===== src/rtl/fc_sequencer.sv =====
// fc_sequencer: walks the weight memory in neuron-major order, issuing one
// READ_SET-wide word per cycle, and delays each read's control tag by
// MEM_LATENCY so the MAC array sees clear/last/in_sel/lane_mask aligned with
// the returned weight data.
// Optional feature: define FC_BIAS_EN to prepend one bias word per neuron.
module fc_sequencer #(
    parameter int DATA_WIDTH  = 16,
    parameter int INPUT_MAP   = 400,
    parameter int OUTPUT_MAP  = 120,
    parameter int READ_SET    = 16,
    parameter int ADDR_WIDTH  = 12,
    parameter int MEM_LATENCY = 2,
    localparam int CHUNKS = (INPUT_MAP + READ_SET - 1) / READ_SET,
    localparam int SEL_W  = (CHUNKS > 1) ? $clog2(CHUNKS) : 1,
    localparam int IDX_W  = (OUTPUT_MAP > 1) ? $clog2(OUTPUT_MAP) : 1
) (
    input  logic                  clk,
    input  logic                  rst,
    input  logic                  start,
    input  logic                  hold,
    output logic [ADDR_WIDTH-1:0] weight_rd_addr,
    output logic                  weight_rd_en,
    output logic                  mac_valid,
    output logic                  mac_clear,
    output logic                  mac_last,
    output logic [SEL_W-1:0]      in_sel,
    output logic [READ_SET-1:0]   lane_mask,
    output logic                  out_valid,
    output logic [IDX_W-1:0]      out_idx,
    output logic                  busy,
    output logic                  done
);

`ifdef FC_BIAS_EN
    localparam int BIAS = 1;
`else
    localparam int BIAS = 0;
`endif
    localparam int WORDS      = CHUNKS + BIAS;
    localparam int WORD_W     = (WORDS > 1) ? $clog2(WORDS) : 1;
    localparam int LAST_LANES = INPUT_MAP - (CHUNKS - 1) * READ_SET;
    localparam logic [READ_SET-1:0] FULL_MASK = '1;
    localparam logic [READ_SET-1:0] LAST_MASK = FULL_MASK >> (READ_SET - LAST_LANES);
    localparam logic [READ_SET-1:0] BIAS_MASK = READ_SET'(1);

    // Elaboration-time sanity on the configuration.
    if (MEM_LATENCY < 1) begin : g_chk_lat
        $error("fc_sequencer: MEM_LATENCY must be at least 1");
    end
    if (OUTPUT_MAP * WORDS > (1 << ADDR_WIDTH)) begin : g_chk_addr
        $error("fc_sequencer: weight words do not fit in ADDR_WIDTH");
    end
    if (DATA_WIDTH < 1) begin : g_chk_dw
        $error("fc_sequencer: DATA_WIDTH must be positive");
    end

    typedef enum logic [1:0] {IDLE, ISSUE, DRAIN, DONE} state_t;

    // Control carried alongside each read through the latency pipe.
    typedef struct packed {
        logic                clear;
        logic                last;
        logic [SEL_W-1:0]    sel;
        logic [IDX_W-1:0]    neuron;
        logic [READ_SET-1:0] mask;
    } tag_t;

    state_t                state_q, state_n;
    logic                  rd_en;
    logic [ADDR_WIDTH-1:0] addr_q;
    logic [WORD_W-1:0]     word_q;
    logic [IDX_W-1:0]      neuron_q;
    logic                  word_wrap, last_read;
    tag_t                  tag0;
    logic [MEM_LATENCY:1]  vld_pipe;
    tag_t                  tag_pipe [MEM_LATENCY:1];

    assign word_wrap = (word_q == WORD_W'(WORDS - 1));
    assign last_read = word_wrap && (neuron_q == IDX_W'(OUTPUT_MAP - 1));

    // State register.
    always_ff @(posedge clk) begin
        if (rst) state_q <= IDLE;
        else     state_q <= state_n;
    end

    // Next-state and read-enable decode.
    always_comb begin
        state_n = state_q;
        rd_en   = 1'b0;
        case (state_q)
            IDLE:  if (start) state_n = ISSUE;
            ISSUE: begin
                if (!hold) begin
                    rd_en = 1'b1;
                    if (last_read) state_n = DRAIN;
                end
            end
            // Final neuron's result marks an empty pipe: nothing is issued after it.
            DRAIN: if (vld_pipe == '0 && out_valid && out_idx == IDX_W'(OUTPUT_MAP - 1))
                       state_n = DONE;
            DONE:  state_n = IDLE;
            default: state_n = IDLE;
        endcase
    end

    // Running address plus word/neuron counters; address never needs a multiply.
    always_ff @(posedge clk) begin
        if (rst || (state_q == IDLE && start)) begin
            addr_q   <= '0;
            word_q   <= '0;
            neuron_q <= '0;
        end else if (rd_en) begin
            addr_q <= addr_q + 1'b1;
            if (word_wrap) begin
                word_q   <= '0;
                neuron_q <= neuron_q + 1'b1;
            end else begin
                word_q <= word_q + 1'b1;
            end
        end
    end

    // Tag for the read issued this cycle; zero when nothing is issued.
    always_comb begin
        tag0 = '0;
        if (rd_en) begin
            tag0.clear  = (word_q == '0);
            tag0.last   = word_wrap;
            tag0.neuron = neuron_q;
            tag0.sel    = SEL_W'(word_q - WORD_W'(BIAS));
            tag0.mask   = FULL_MASK;
            if (BIAS != 0 && word_q == '0) begin
                tag0.sel  = '0;
                tag0.mask = BIAS_MASK;
            end else if (word_wrap) begin
                tag0.mask = LAST_MASK;
            end
        end
    end

    // Latency-matching shift register for valid and tag; reset flushes it.
    always_ff @(posedge clk) begin
        if (rst) begin
            vld_pipe <= '0;
            for (int k = 1; k <= MEM_LATENCY; k++) tag_pipe[k] <= '0;
        end else begin
            vld_pipe[1] <= rd_en;
            tag_pipe[1] <= tag0;
            for (int k = 2; k <= MEM_LATENCY; k++) begin
                vld_pipe[k] <= vld_pipe[k-1];
                tag_pipe[k] <= tag_pipe[k-1];
            end
        end
    end

    // Accumulator result is final one cycle after the last chunk lands.
    always_ff @(posedge clk) begin
        if (rst) begin
            out_valid <= 1'b0;
            out_idx   <= '0;
        end else begin
            out_valid <= mac_valid && mac_last;
            out_idx   <= (mac_valid && mac_last) ? tag_pipe[MEM_LATENCY].neuron : '0;
        end
    end

    assign weight_rd_en   = rd_en;
    assign weight_rd_addr = rd_en ? addr_q : '0;
    assign mac_valid      = vld_pipe[MEM_LATENCY];
    assign mac_clear      = tag_pipe[MEM_LATENCY].clear;
    assign mac_last       = tag_pipe[MEM_LATENCY].last;
    assign in_sel         = tag_pipe[MEM_LATENCY].sel;
    assign lane_mask      = tag_pipe[MEM_LATENCY].mask;
    assign busy           = (state_q != IDLE);
    assign done           = (state_q == DONE);

endmodule


===== config.mk =====
export PLATFORM = sky130hd
export DESIGN_NAME = fc_sequencer
export DESIGN_NICKNAME = d
export VERILOG_FILES = /design/src/rtl/fc_sequencer.sv
export SDC_FILE = /design/constraint.sdc
export NUM_CORES = 1
export LEC_CHECK = 0
export CAP_MARGIN = 20
export CELL_PAD_IN_SITES_DETAIL_PLACEMENT = 0
export CELL_PAD_IN_SITES_GLOBAL_PLACEMENT = 1
export CORE_MARGIN = 4
export CORE_UTILIZATION = 42
export CTS_CLUSTER_DIAMETER = 100
export DETAILED_ROUTE_END_ITERATION = 10
export GPL_TIMING_DRIVEN = 0
export PLACE_DENSITY = 0.93
export SLEW_MARGIN = 20
export SYNTH_ARGS = -nofsm -noshare
export SYNTH_HDL_FRONTEND = slang
export SYNTH_SLANG_ARGS = --single-unit
export TNS_END_PERCENT = 1

===== constraint.sdc =====
create_clock -name clk -period 4.1 [get_ports clk]
set_input_delay 0.615 -clock clk [delete_from_list [all_inputs] [get_ports clk]]
set_output_delay 0.615 -clock clk [all_outputs]
set_load 0.01 [all_outputs]

## Word-level counts from Yosys, hierarchy flattened

Memories as Yosys holds them, arrays and structs flattened.
Cells that the tools add are included.

- Register bits after elaboration: 36
- RAM bits: 60
- Input bits: 4
- Output and inout port bits: 47
- Logic and storage cells: 52
- Memories: 1

Memories:

| memory | words | width | read ports | clocked after memory_dff | write ports | RTL line | RTL |
|---|---|---|---|---|---|---|---|
| tag_pipe | 2 | 30 | 2 | 0 | 2 | 76 | `tag_t tag_pipe [MEM_LATENCY:1];` |

- Add/sub/neg operators: 3
- Equality and inequality tests: 10
- Multiplexer cells: 15
- Bitwise operators: 3
- Reductions and logical operators: 13

Operators by type and width:

| operator | count |
|---|---|
| 30-bit two-way mux | 3 |
| 7-bit == test, second input constant | 2 |
| 12-bit by 1-bit adder with 12-bit output, second input constant | 1 |
| 12-bit two-way mux | 1 |
| 2-bit two-way mux | 4 |
| 2-bit inequality test, second input constant | 4 |
| 2-bit one-hot mux with 4 select lines | 1 |
| 7-bit by 1-bit adder with 7-bit output, second input constant | 1 |
| 5-bit by 1-bit adder with 5-bit output, second input constant | 1 |
| 5-bit == test, second input constant | 1 |
| 1-bit logical AND | 5 |
| 5-bit zero test | 1 |
| 1-bit two-way mux | 5 |
| 5-bit two-way mux | 1 |
| 2-bit == test, second input constant | 2 |
| 2-bit zero test | 2 |
| 4-bit AND reduction | 1 |
| 2-bit by 1-bit == test with 1-bit output, second input constant | 1 |
| 1-bit OR | 2 |
| 2-bit AND reduction | 1 |
| 2-bit nonzero test | 1 |
| 2-bit OR reduction | 1 |
| 1-bit logical OR | 1 |
| 1-bit inverter | 1 |

## Logic depth before layout (Yosys ltp)

- Depth after elaboration: 5
- Gate-level depth with buffers: 8
- Mapped depth without buffers: 7

## Worst setup path before layout

OpenSTA, ideal clock, no wires.

- Kind: input to output
- From: input port hold
- To: output port weight_rd_addr[10]
- Arrival time: 1.352 ns
- Setup slack: 2.133 ns
- Cell stages on the path: 4
- Buffers on the path: 1
- Cell sequence: nand2b_1 -> inv_1 -> clkbuf_1 -> and2_1

- Longest elaborated chain between the ends: 3

Ends and longest elaborated chain:

| what | RTL line | RTL |
|---|---|---|
| start: declaration | 20 | `input logic hold,` |
| 1-bit two-way mux | 94 | `if (!hold) begin` |
| 1-bit two-way mux | 91 | `case (state_q)` |
| 12-bit two-way mux | 169 | `assign weight_rd_addr = rd_en ? addr_q : '0;` |
| end: declaration | 21 | `output logic [ADDR_WIDTH-1:0] weight_rd_addr,` |

No other way between the ends.

## Worst setup path in the final report

- From: input port hold
- To: output port weight_rd_addr[11]

The elaborated chain is that of the path after synthesis.

==> out/metrics.yaml <==
floorplanning:
  fp.dieH_um: 85.7
  dieArea_um2: 7340
  die_w_um: 85.7
  coreArea_um2: 5890
  num_io_pins: 51
  num_rows: 28
  start_util_pct: 43.0
run:
  drv_cap: 0
synthesis:
  synth-compound-area-share_pct: 4.10
  synthAdderAreaFrac_pct: 3.95
  synth-seq-cells: 64
  synth-warning-count: 0
  yosysSeqAreaShare_pct: 50.6
  syn-cell-area_um2: 2530
  synth.distinct_cells: 33
  avgSynthCellArea_um2: 9.82
  synthSimpleGateAreaFrac_pct: 25.7
  synthMuxAreaShare_pct: 0
  syn-instance-count: 258
  synth_top_family_by_area: "simple AND/OR/NAND/NOR gates"
  synthXorXnorAreaFrac_pct: 6.91
  syn-num-nets: 270
sta:
  period_share_pct: 77.2
  clock.fmax_mhz: 316
  setup-tns-final_ps: 0
  tightest_slew_ps: 541
  drv_slew: 0
  finalHoldViolations: 0
  slew_headroom_pct: 63.9
  finalSetupViolCount: 0
  fin_worst_skew_ps: 9.54
  whs_ps: 427
  rsz0062_at_grt: "no"
  period_needed_ps: 3160
  fin_ws_ps: 937
detailed_routing:
  wl_per_cell_um: 11.1
  dr.pass1.iters: 4
  wirelength_um: 4420
  detail-route-antenna-nets: 0
  route.detailed.drc: 0
  viasPerCell: 4.51
  drt_iter0_markers: 33
  dr_total_vias: 1796
worst_hold_path:
  worstHoldPathType: "flip-flop to flip-flop"
  min_from: "tag_pipe[2][20]"
  whs_path_depth: 1
  min_to: "out_idx[4]"
place:
  post-place-ws_ps: 945
  portBuffers: 50
  hpwl_um: 3190
  gp_congestion: 0.771
grt:
  grt_max_degree: 20
  antenna_found_initial: 0
  track_usage_pct: 13.2
  grt-ovfl-total: 0
  grt_pass1_vias: 1753
  grt_pass1_wl_um: 7710
clock_tree:
  cts.sinks: 64
  numCtsBuffers: 9
  ctsHoldBuffers: 0
  clk_path_buf_depth: 2
  cts_resized: 0
  clock_latency_ps: 330
  tritoncts: "done"
  post_cts_buffers: 0
  htreeDepth: 3
  clkSlewWorstSetupHoldPaths_ps: 70
  clockRootBuffer: "clkbuf_8"
cells_and_area:
  layout-drive-gt1-share_pct: 13.3
  num_antenna_cells: 0
  final_cell_mix: "dfxtp_1 (64), clkdlybuf4s50_1 (50), and2_1 (29)"
  layout_commonest_cell: "dfxtp_1"
  final_util_pct: 56.4
  area_growth_pct: 31.1
  nets: 331
run_status:
  status: "complete, no violations"
power:
  power.leakage_nw: 1.28
  ir_worst_vdd_mv: 0.233
  p_per_area_nw_per_um2: 423
critical_path:
  cp-start-kind: "input port"
  reg2reg_from: "tag_pipe[2][15]"
  path_class: "input port to output port"
  reg2regPathDepth: 4
  crit_fanout: 10
  r2r_slack_ps: 2180
  critPathCaptureType: "output port"
  crit_required_ps: 3480
  arrival_ps: 2550
  reg2reg_to: "state_q[0]"
[flip-flops by register name, summed over array words and instances, names as in the netlist]
name / cells
tag_pipe: 29
out_idx: 7
vld_pipe: 1
out_valid: 1
word_q: 5
addr_q: 12
neuron_q: 7
state_q: 2
[stage by stage]
step / cell area [um^2] / instances / total power, W
final: 3320 / 398 / 0.00140
after global routing: 3320 / 398 / 0.00148
after CTS: 3320 / 398 / 0.00143
after detailed placement: 3130 / 383 / 0.000896
after global placement: 3130 / 383 / 0.000887
after floorplan: 2530 / 258 / 0.000809
[cell usage after synthesis]
master    instances  area share [%]
a21o_1            1            0.30
a21oi_1           5            0.99
a221oi_1          1            0.35
a31o_2            1            0.35
and2_1           29             7.2
and2_2            1            0.30
and3_1            1            0.25
and3b_1           1            0.35
and4_1            1            0.35
and4b_1           2            0.79
buf_4            21             6.2
clkbuf_1          9             1.3
dfxtp_1          64              51
ha_1              8             4.0
inv_1             8             1.2
nand2_1          13             1.9
nand2b_1          2            0.49
nand3_1           5            0.99
nand4_1           8             2.0
nand4b_2          1            0.59
nor2_1           24             3.6
nor2b_1          16             4.0
nor3_1            6             1.2
nor4_1            2            0.49
o21ai_0           2            0.40
o41ai_2           1            0.64
o41ai_4           1             1.1
or2_2             1            0.25
or3_1             1            0.25
or3b_4            1            0.44
or4bb_1           1            0.44
xnor2_1          10             3.5
xor2_1           10             3.5
[report_power, final]
part / leakage (nW) / switching, W / internal, W
clock: 0.0985 / 0.000231 / 0.000294
sequential: 0.516 / 0.0000150 / 0.000638
combinational: 0.668 / 0.000122 / 0.000105
[worst max-delay path by stage]
| stage | startpoint | endpoint | slack (ps) | depth (start not counted) |
|---|---|---|---|---|
| after global routing | hold | weight_rd_addr[9] | 790 | 6 |
| after global placement | hold | weight_rd_addr[10] | 960 | 6 |
| after floorplan | hold | weight_rd_addr[10] | 2130 | 4 |
| after detailed placement | hold | weight_rd_addr[9] | 950 | 6 |
| after CTS | hold | weight_rd_addr[9] | 930 | 6 |
| final | hold | weight_rd_addr[11] | 940 | 6 |
[worst max-delay path, cell delays in order]
cell,delay (ps)
clkdlybuf4s50_1,480
nand2b_1,250
inv_1,100
clkbuf_1,370
and2_1,200
clkdlybuf4s50_1,530
[per-layer routing]
metal | global-route usage (%) | up-vias | wire length, um | part of all wire, %
met1 | 15.4 | 776 | 2050 | 46
met3 | 4.32 | 11 | 377 | 8.5
met2 | 21.0 | 71 | 1880 | 43
met4 | 8.06 | 0 | 109 | 2.5
li1 | - | 938 | - | -
met5 | 0 | - | 0 | 0
[final cells by class]
class / count / area, um^2
buffer: 30 / 191
clock buffer: 10 / 138
clock inverter: 5 / 56.3
fill: 545 / 2560
inverter: 8 / 30.0
multi-input combinational: 156 / 1030
sequential: 64 / 1280
tap: 75 / 93.8
timing repair buffer: 50 / 500
[logic make-up (layout without fill, tap and decap cells)]
family	Yosys count	in the layout
AO/OA/AOI/OAI	12	12
XOR/XNOR	20	20
adder cells (fa/ha/maj)	8	8
buffers and inverters	38	103
flip-flops	64	64
AND/OR/NAND/NOR	116	116
Note: power is estimated with default switching activity, not from simulation.
